## src/rtl/ace_pkg.sv

```systemverilog
// Shared ACE snoop definitions: ACSNOOP codes, CRRESP layout,
// responder FSM states and the snoop response/update decision.
package ace_pkg;

    localparam logic [3:0] AC_READ_ONCE     = 4'b0000;
    localparam logic [3:0] AC_READ_SHARED   = 4'b0001;
    localparam logic [3:0] AC_READ_CLEAN    = 4'b0010;
    localparam logic [3:0] AC_READ_NSD      = 4'b0011;
    localparam logic [3:0] AC_READ_UNIQUE   = 4'b0111;
    localparam logic [3:0] AC_CLEAN_SHARED  = 4'b1000;
    localparam logic [3:0] AC_CLEAN_INVALID = 4'b1001;
    localparam logic [3:0] AC_MAKE_INVALID  = 4'b1101;

    localparam int CR_DT_BIT  = 0;
    localparam int CR_ERR_BIT = 1;
    localparam int CR_PD_BIT  = 2;
    localparam int CR_IS_BIT  = 3;
    localparam int CR_WU_BIT  = 4;

    // Field order matches CRRESP bit positions, MSB first.
    typedef struct packed {
        logic was_unique;
        logic is_shared;
        logic pass_dirty;
        logic error;
        logic data_xfer;
    } crresp_t;

    typedef enum logic [2:0] {
        ST_IDLE,
        ST_LOOKUP,
        ST_WAIT,
        ST_RESP,
        ST_DATA
    } snoop_state_e;

    typedef struct packed {
        crresp_t resp;
        logic    upd;
        logic    inv;
        logic    clean;
    } snoop_dec_t;

    // Response and cache-state update for one snoop given the line state.
    // Unsupported codes report Error and ignore the lookup result.
    function automatic snoop_dec_t snoop_decide(
        input logic [3:0] snoop,
        input logic       hit,
        input logic       dirty,
        input logic       uniq
    );
        snoop_dec_t d;
        d = '0;
        unique case (snoop)
            AC_READ_ONCE: begin
                if (hit) begin
                    d.resp.data_xfer  = 1'b1;
                    d.resp.is_shared  = 1'b1;
                    d.resp.was_unique = uniq;
                end
            end
            AC_READ_SHARED, AC_READ_CLEAN, AC_READ_NSD: begin
                if (hit) begin
                    d.resp.data_xfer  = 1'b1;
                    d.resp.is_shared  = 1'b1;
                    d.resp.pass_dirty = dirty;
                    d.resp.was_unique = uniq;
                    d.upd             = 1'b1;
                    d.clean           = 1'b1;
                end
            end
            AC_READ_UNIQUE: begin
                if (hit) begin
                    d.resp.data_xfer  = 1'b1;
                    d.resp.pass_dirty = dirty;
                    d.resp.was_unique = uniq;
                    d.upd             = 1'b1;
                    d.inv             = 1'b1;
                end
            end
            AC_CLEAN_SHARED: begin
                if (hit) begin
                    d.resp.data_xfer  = dirty;
                    d.resp.is_shared  = 1'b1;
                    d.resp.pass_dirty = dirty;
                    d.resp.was_unique = uniq;
                    d.upd             = 1'b1;
                    d.clean           = 1'b1;
                end
            end
            AC_CLEAN_INVALID: begin
                if (hit) begin
                    d.resp.data_xfer  = dirty;
                    d.resp.pass_dirty = dirty;
                    d.resp.was_unique = uniq;
                    d.upd             = 1'b1;
                    d.inv             = 1'b1;
                end
            end
            AC_MAKE_INVALID: begin
                if (hit) begin
                    d.resp.was_unique = uniq;
                    d.upd             = 1'b1;
                    d.inv             = 1'b1;
                end
            end
            default: begin
                d.resp.error = 1'b1;
            end
        endcase
        return d;
    endfunction

endpackage

```

## src/rtl/ace_cd_serializer.sv

```systemverilog
// Holds one cache line and streams it out beat by beat with valid/last.
// Ports: load_i/line_i capture a line, start_i raises valid at beat 0,
// valid_o/ready_i/data_o/last_o form the outgoing beat handshake.
module ace_cd_serializer #(
    parameter int DataWidth = 64,
    parameter int CdBeats   = 4
) (
    input  logic                         clk_i,
    input  logic                         rst_ni,
    input  logic                         load_i,
    input  logic [DataWidth*CdBeats-1:0] line_i,
    input  logic                         start_i,
    output logic                         valid_o,
    input  logic                         ready_i,
    output logic [DataWidth-1:0]         data_o,
    output logic                         last_o
);

    localparam int CntW = (CdBeats > 1) ? $clog2(CdBeats) : 1;

    logic [DataWidth*CdBeats-1:0] line_q;
    logic [CntW-1:0]              cnt_q;
    logic                         valid_q;

    always_ff @(posedge clk_i or negedge rst_ni) begin
        if (!rst_ni) begin
            line_q  <= '0;
            cnt_q   <= '0;
            valid_q <= 1'b0;
        end else begin
            if (load_i) begin
                line_q <= line_i;
            end
            if (start_i) begin
                valid_q <= 1'b1;
                cnt_q   <= '0;
            end else if (valid_q && ready_i) begin
                if (last_o) begin
                    valid_q <= 1'b0;
                    cnt_q   <= '0;
                end else begin
                    cnt_q <= cnt_q + CntW'(1);
                end
            end
        end
    end

    assign valid_o = valid_q;
    assign data_o  = line_q[int'(cnt_q)*DataWidth +: DataWidth];
    assign last_o  = (cnt_q == CntW'(CdBeats - 1));

endmodule

```

## src/rtl/ace_snoop_responder.sv

```systemverilog
// Cache-side ACE snoop responder: AC request -> cache lookup -> CR response
// -> optional CD line, with a clean/invalidate update pulse to the cache.
module ace_snoop_responder
    import ace_pkg::*;
#(
    parameter int AddrWidth = 64,
    parameter int DataWidth = 64,
    parameter int CdBeats   = 4
) (
    input  logic                         clk_i,
    input  logic                         rst_ni,
    input  logic                         ac_valid_i,
    output logic                         ac_ready_o,
    input  logic [AddrWidth-1:0]         ac_addr_i,
    input  logic [3:0]                   ac_snoop_i,
    input  logic [2:0]                   ac_prot_i,
    output logic                         cr_valid_o,
    input  logic                         cr_ready_i,
    output logic [4:0]                   cr_resp_o,
    output logic                         cd_valid_o,
    input  logic                         cd_ready_i,
    output logic [DataWidth-1:0]         cd_data_o,
    output logic                         cd_last_o,
    output logic                         lookup_req_o,
    input  logic                         lookup_gnt_i,
    output logic [AddrWidth-1:0]         lookup_addr_o,
    input  logic                         lookup_valid_i,
    input  logic                         lookup_hit_i,
    input  logic                         lookup_dirty_i,
    input  logic                         lookup_unique_i,
    input  logic [DataWidth*CdBeats-1:0] lookup_data_i,
    output logic                         upd_valid_o,
    output logic [AddrWidth-1:0]         upd_addr_o,
    output logic                         upd_invalidate_o,
    output logic                         upd_clean_o
);

    localparam int LineBytes = DataWidth / 8 * CdBeats;
    localparam logic [AddrWidth-1:0] LineMask = ~AddrWidth'(LineBytes - 1);

    snoop_state_e         state_q;
    logic [AddrWidth-1:0] addr_q;
    logic [3:0]           snoop_q;
    logic                 lookup_req_q;
    logic                 cr_valid_q;
    crresp_t              cr_resp_q;

    snoop_dec_t dec;
    logic       accept;
    logic       cr_hs;
    logic       cd_done;
    logic       unused_prot;

    assign unused_prot = ^ac_prot_i;

    assign dec = snoop_decide(snoop_q, lookup_hit_i,
                              lookup_dirty_i, lookup_unique_i);

    // A result in the grant cycle counts as if it arrived in WAIT.
    assign accept = lookup_valid_i &&
                    ((state_q == ST_WAIT) ||
                     (state_q == ST_LOOKUP && lookup_gnt_i));

    assign cr_hs   = cr_valid_q && cr_ready_i;
    assign cd_done = cd_valid_o && cd_ready_i && cd_last_o;

    always_ff @(posedge clk_i or negedge rst_ni) begin
        if (!rst_ni) begin
            state_q      <= ST_IDLE;
            addr_q       <= '0;
            snoop_q      <= '0;
            lookup_req_q <= 1'b0;
            cr_valid_q   <= 1'b0;
            cr_resp_q    <= '0;
        end else begin
            case (state_q)
                ST_IDLE: begin
                    if (ac_valid_i) begin
                        addr_q       <= ac_addr_i & LineMask;
                        snoop_q      <= ac_snoop_i;
                        lookup_req_q <= 1'b1;
                        state_q      <= ST_LOOKUP;
                    end
                end
                ST_LOOKUP: begin
                    if (lookup_gnt_i) begin
                        lookup_req_q <= 1'b0;
                        if (accept) begin
                            cr_valid_q <= 1'b1;
                            cr_resp_q  <= dec.resp;
                            state_q    <= ST_RESP;
                        end else begin
                            state_q <= ST_WAIT;
                        end
                    end
                end
                ST_WAIT: begin
                    if (accept) begin
                        cr_valid_q <= 1'b1;
                        cr_resp_q  <= dec.resp;
                        state_q    <= ST_RESP;
                    end
                end
                ST_RESP: begin
                    if (cr_hs) begin
                        cr_valid_q <= 1'b0;
                        state_q    <= cr_resp_q.data_xfer ? ST_DATA : ST_IDLE;
                    end
                end
                ST_DATA: begin
                    if (cd_done) begin
                        state_q <= ST_IDLE;
                    end
                end
                default: begin
                    state_q <= ST_IDLE;
                end
            endcase
        end
    end

    ace_cd_serializer #(
        .DataWidth (DataWidth),
        .CdBeats   (CdBeats)
    ) u_cd (
        .clk_i   (clk_i),
        .rst_ni  (rst_ni),
        .load_i  (accept),
        .line_i  (lookup_data_i),
        .start_i (cr_hs && cr_resp_q.data_xfer),
        .valid_o (cd_valid_o),
        .ready_i (cd_ready_i),
        .data_o  (cd_data_o),
        .last_o  (cd_last_o)
    );

    assign ac_ready_o    = (state_q == ST_IDLE);
    assign lookup_req_o  = lookup_req_q;
    assign lookup_addr_o = addr_q;
    assign cr_valid_o    = cr_valid_q;
    assign cr_resp_o     = cr_resp_q;

    // The cache takes the update in the same cycle the result arrives.
    assign upd_valid_o      = accept && dec.upd;
    assign upd_addr_o       = addr_q;
    assign upd_invalidate_o = accept && dec.inv;
    assign upd_clean_o      = accept && dec.clean;

endmodule

```

## config.mk

```make
export PLATFORM = sky130hd
export DESIGN_NAME = ace_snoop_responder
export DESIGN_NICKNAME = d
export VERILOG_FILES = /design/src/rtl/ace_pkg.sv /design/src/rtl/ace_cd_serializer.sv /design/src/rtl/ace_snoop_responder.sv
export SDC_FILE = /design/constraint.sdc
export NUM_CORES = 1
export LEC_CHECK = 0
export CORE_ASPECT_RATIO = 0.5
export CORE_UTILIZATION = 40
export CTS_CLUSTER_DIAMETER = 80
export DETAILED_ROUTE_END_ITERATION = 7
export HOLD_SLACK_MARGIN = 0.15
export PLACE_DENSITY = 0.72
export REMOVE_ABC_BUFFERS = 1
export SKIP_CTS_REPAIR_TIMING = 1
export SLEW_MARGIN = 20
export SYNTH_ARGS = -nofsm -noshare
export SYNTH_HDL_FRONTEND = slang
export SYNTH_SLANG_ARGS = --single-unit
```

## constraint.sdc

```tcl
create_clock -name clk_i -period 2.3 [get_ports clk_i]
set_input_delay 0.46 -clock clk_i [delete_from_list [all_inputs] [get_ports clk_i]]
set_output_delay 0.46 -clock clk_i [all_outputs]
set_load 0.05 [all_outputs]
```

==> flow_summary.yaml <==
outcome:
  outcome: "finished, violations left"
  violations: "setup timing"
timing:
  rsz0062_at_grt: "true"
  slew_violations: 0
  fin_crit_sh_pct: 111
  whs_ns: 0.425
  hold_viol: 0
  tightest_slew_ns: 0.599
  clock_skew_ns: 0.0378
  relSlewSlack_pct: 60.0
  setup_violations: 67
  layout_setup_ws_ns: -0.245
  fmaxAchievable_mhz: 393
  period_needed_ns: 2.55
drt:
  drt_iter0_drc: 466
  drc: 0
  antenna_left: 0
  routedWlPerCell_um: 22.9
  route.vias.total: 9721
  vias_per_cell: 4.95
  drt-total-wl_um: 45000
  drt-pass1-iter-count: 4
final_layout:
  fill_cells: 2912
  fin_nets: 1752
  fin_cells: 1965
  area_growth_pct: 44.7
  drive_gt1_share_pct: 39.8
placement:
  portBuffers: 523
  dp.cells: 1891
  gp_congestion: 0.839
  dp_hpwl_um: 33400
clocking:
  cts_made_buffers: 31
  clk_pin_slew_ns: 0.07
  cts_buffer_depth: 3
  cts_tree: "yes"
  numClockSinks: 332
  clock_latency_ns: 0.60
  htreeDepth: 1
  cts_root_buf: "clkbuf_16"
worst_setup_path:
  ff2ff_setup_slack_ns: 0.38
  r2r_start: "state_q[1]"
  reg2reg_to: "lookup_addr_o[12]"
  cp.arrival_ns: 2.09
  ff2ff_path_depth: 5
  cp-start-kind: "register"
  criticalPathCategory: "reg2out"
  worst_ep_required_time_ns: 1.84
  cp_max_fo: 7
  end_kind: "primary output"
yosys:
  netlist_area_mm2: 0.0156
  synthCells: 911
  yosysSeqAreaShare_pct: 53.4
  synth_warnings: 0
  synth_top_area_share_pct: 53.4
  ys_async_sr_fraction_pct: 100
  avgSynthCellArea_um2: 17.1
  synth_edf_count: 0
  ys.flop_type: "dfrtp_1"
  ys_types: 40
  ys_seq_elements: 332
  synth.top_cells.by_area: "dfrtp_1 53%, mux2_4 16%, mux2_2 10%"
  yosys.area.top_type: "dfrtp_1"
power:
  pwr_density_cell_mw_per_mm2: 1800
  total_power_mw: 40.4
  peakVddDrop_uv: 1490
  p_leak_nw: 9.85
grt:
  antenna_found_initial: 7
  grt_use_total_pct: 21.5
  grt_pass1_wl_um: 64600
  grt_overflow_total: 0
  grt_pass1_vias: 10600
  grt_max_degree: 68
die:
  placementRows: 50
  die_y_um: 142
  die_w_um: 281
  dieArea_mm2: 0.0398
  io-pin-count: 542
  start_util_pct: 41.1
  core_area_mm2: 0.0378
min_path:
  hold_path.class: "in2async"
flow_run:
  maxCapViolations: 0
-- critical path, stage by stage (launching register included) --
cell and delay, ns:
dfrtp_4 0.44, buf_12 0.16, buf_16 0.16, mux4_2 0.56
buf_6 0.18
-- layer usage --
| layer | routed length, um | GRT usage [%] | share of wire (%) |
|---|---|---|---|
| met1 | 17300 | 25.4 | 38 |
| met5 | 0 | 0 | 0 |
| met4 | 2230 | 10.7 | 5.0 |
| met2 | 24200 | 38.7 | 54 |
| met3 | 1330 | 3.15 | 3.0 |
-- registers in the layout, indices dropped and copies added (netlist names) --
register	flops
lookup_addr_o	59
state_q	3
cr_resp_o	5
u_cd.valid_o	1
u_cd.line_q	256
snoop_q	4
u_cd.cnt_q	2
cr_valid_o	1
lookup_req_o	1
-- cells in the mapped netlist, types with 2 or more instances --
master / instances
nor2_1: 8
buf_6: 8
o2bb2ai_1: 2
buf_1: 2
nand2b_1: 2
mux2i_1: 2
buf_4: 78
a21oi_1: 4
nand2_1: 10
nand3b_1: 2
and3_1: 2
buf_12: 19
mux2_1: 7
o21ai_0: 8
buf_2: 11
mux2_4: 170
mux2_2: 143
dfrtp_1: 332
nand3_1: 4
mux4_2: 64
nor3_1: 3
inv_1: 5
clkbuf_1: 5
a211oi_1: 4
-- cells by family after synthesis --
| family | count (synthesis) | share of synthesized area [%] |
|---|---|---|
| other | 1 | 0.0241 |
| flip-flops | 332 | 53.4 |
| AND/OR/NAND/NOR | 38 | 1.38 |
| AO/OA/AOI/OAI | 24 | 1.02 |
| buffers and inverters | 129 | 7.52 |
| adder cells (fa/ha/maj) | 1 | 0.0803 |
| multiplexers | 386 | 36.6 |
-- cell type report --
class	count	area, um2	share of cell area [%]
flip-flops and latches	332	8310	36.9
repair buffers	585	6320	28.0
multi-input cells	459	6160	27.4
clock buffers	42	877	3.89
well taps	520	651	2.89
clock inverters	15	168	0.744
inverters	5	18.8	0.0833
diodes	7	17.5	0.0778
-- how the worst max path moves through the flow --
| stage | to | start |
|---|---|---|
| 2_1_floorplan | cr_resp_o[2] | state_q[1] |
| 3_3_place_gp | upd_clean_o | lookup_gnt_i |
| 3_5_place_dp | upd_clean_o | lookup_gnt_i |
| 4_1_cts | upd_clean_o | state_q[1] |
| 5_1_grt | cd_data_o[28] | u_cd.cnt_q[0] |
| 6_report | cd_data_o[0] | u_cd.cnt_q[0] |
-- cells in the final DEF, fill, tap and decap left out, drive strengths merged, types with 8 or more instances in the layout --
master	count
clkdlybuf4s50	411
dfrtp	332
mux2	320
buf	129
mux4	64
clkbuf	46
dlymetal6s2s	40
nand2	10
conb	10
nor2	8
o21ai	8
-- per-stage QoR --
stage	setup TNS, ns	instance area, um2	utilization, %	setup slack [ns]
finish	-12.66	22500	59.5	-0.245
global route	-16.64	22500	59.5	-0.296
CTS	-17.47	21900	57.9	-0.338
detailed placement	-0.734	20900	55.2	-0.167
global placement	-0.511	20900	55.2	-0.147
floorplan	-2778.33	14500	-	-10.10
-- power breakdown --
group	leakage (nW)	switching [mW]	internal (mW)	total (mW)
Combinational	5.42	13.1	11.0	24.2
Clock	0.512	2.35	3.01	5.36
Sequential	3.93	2.06	8.87	10.9
(Power assumes the default switching activity.)
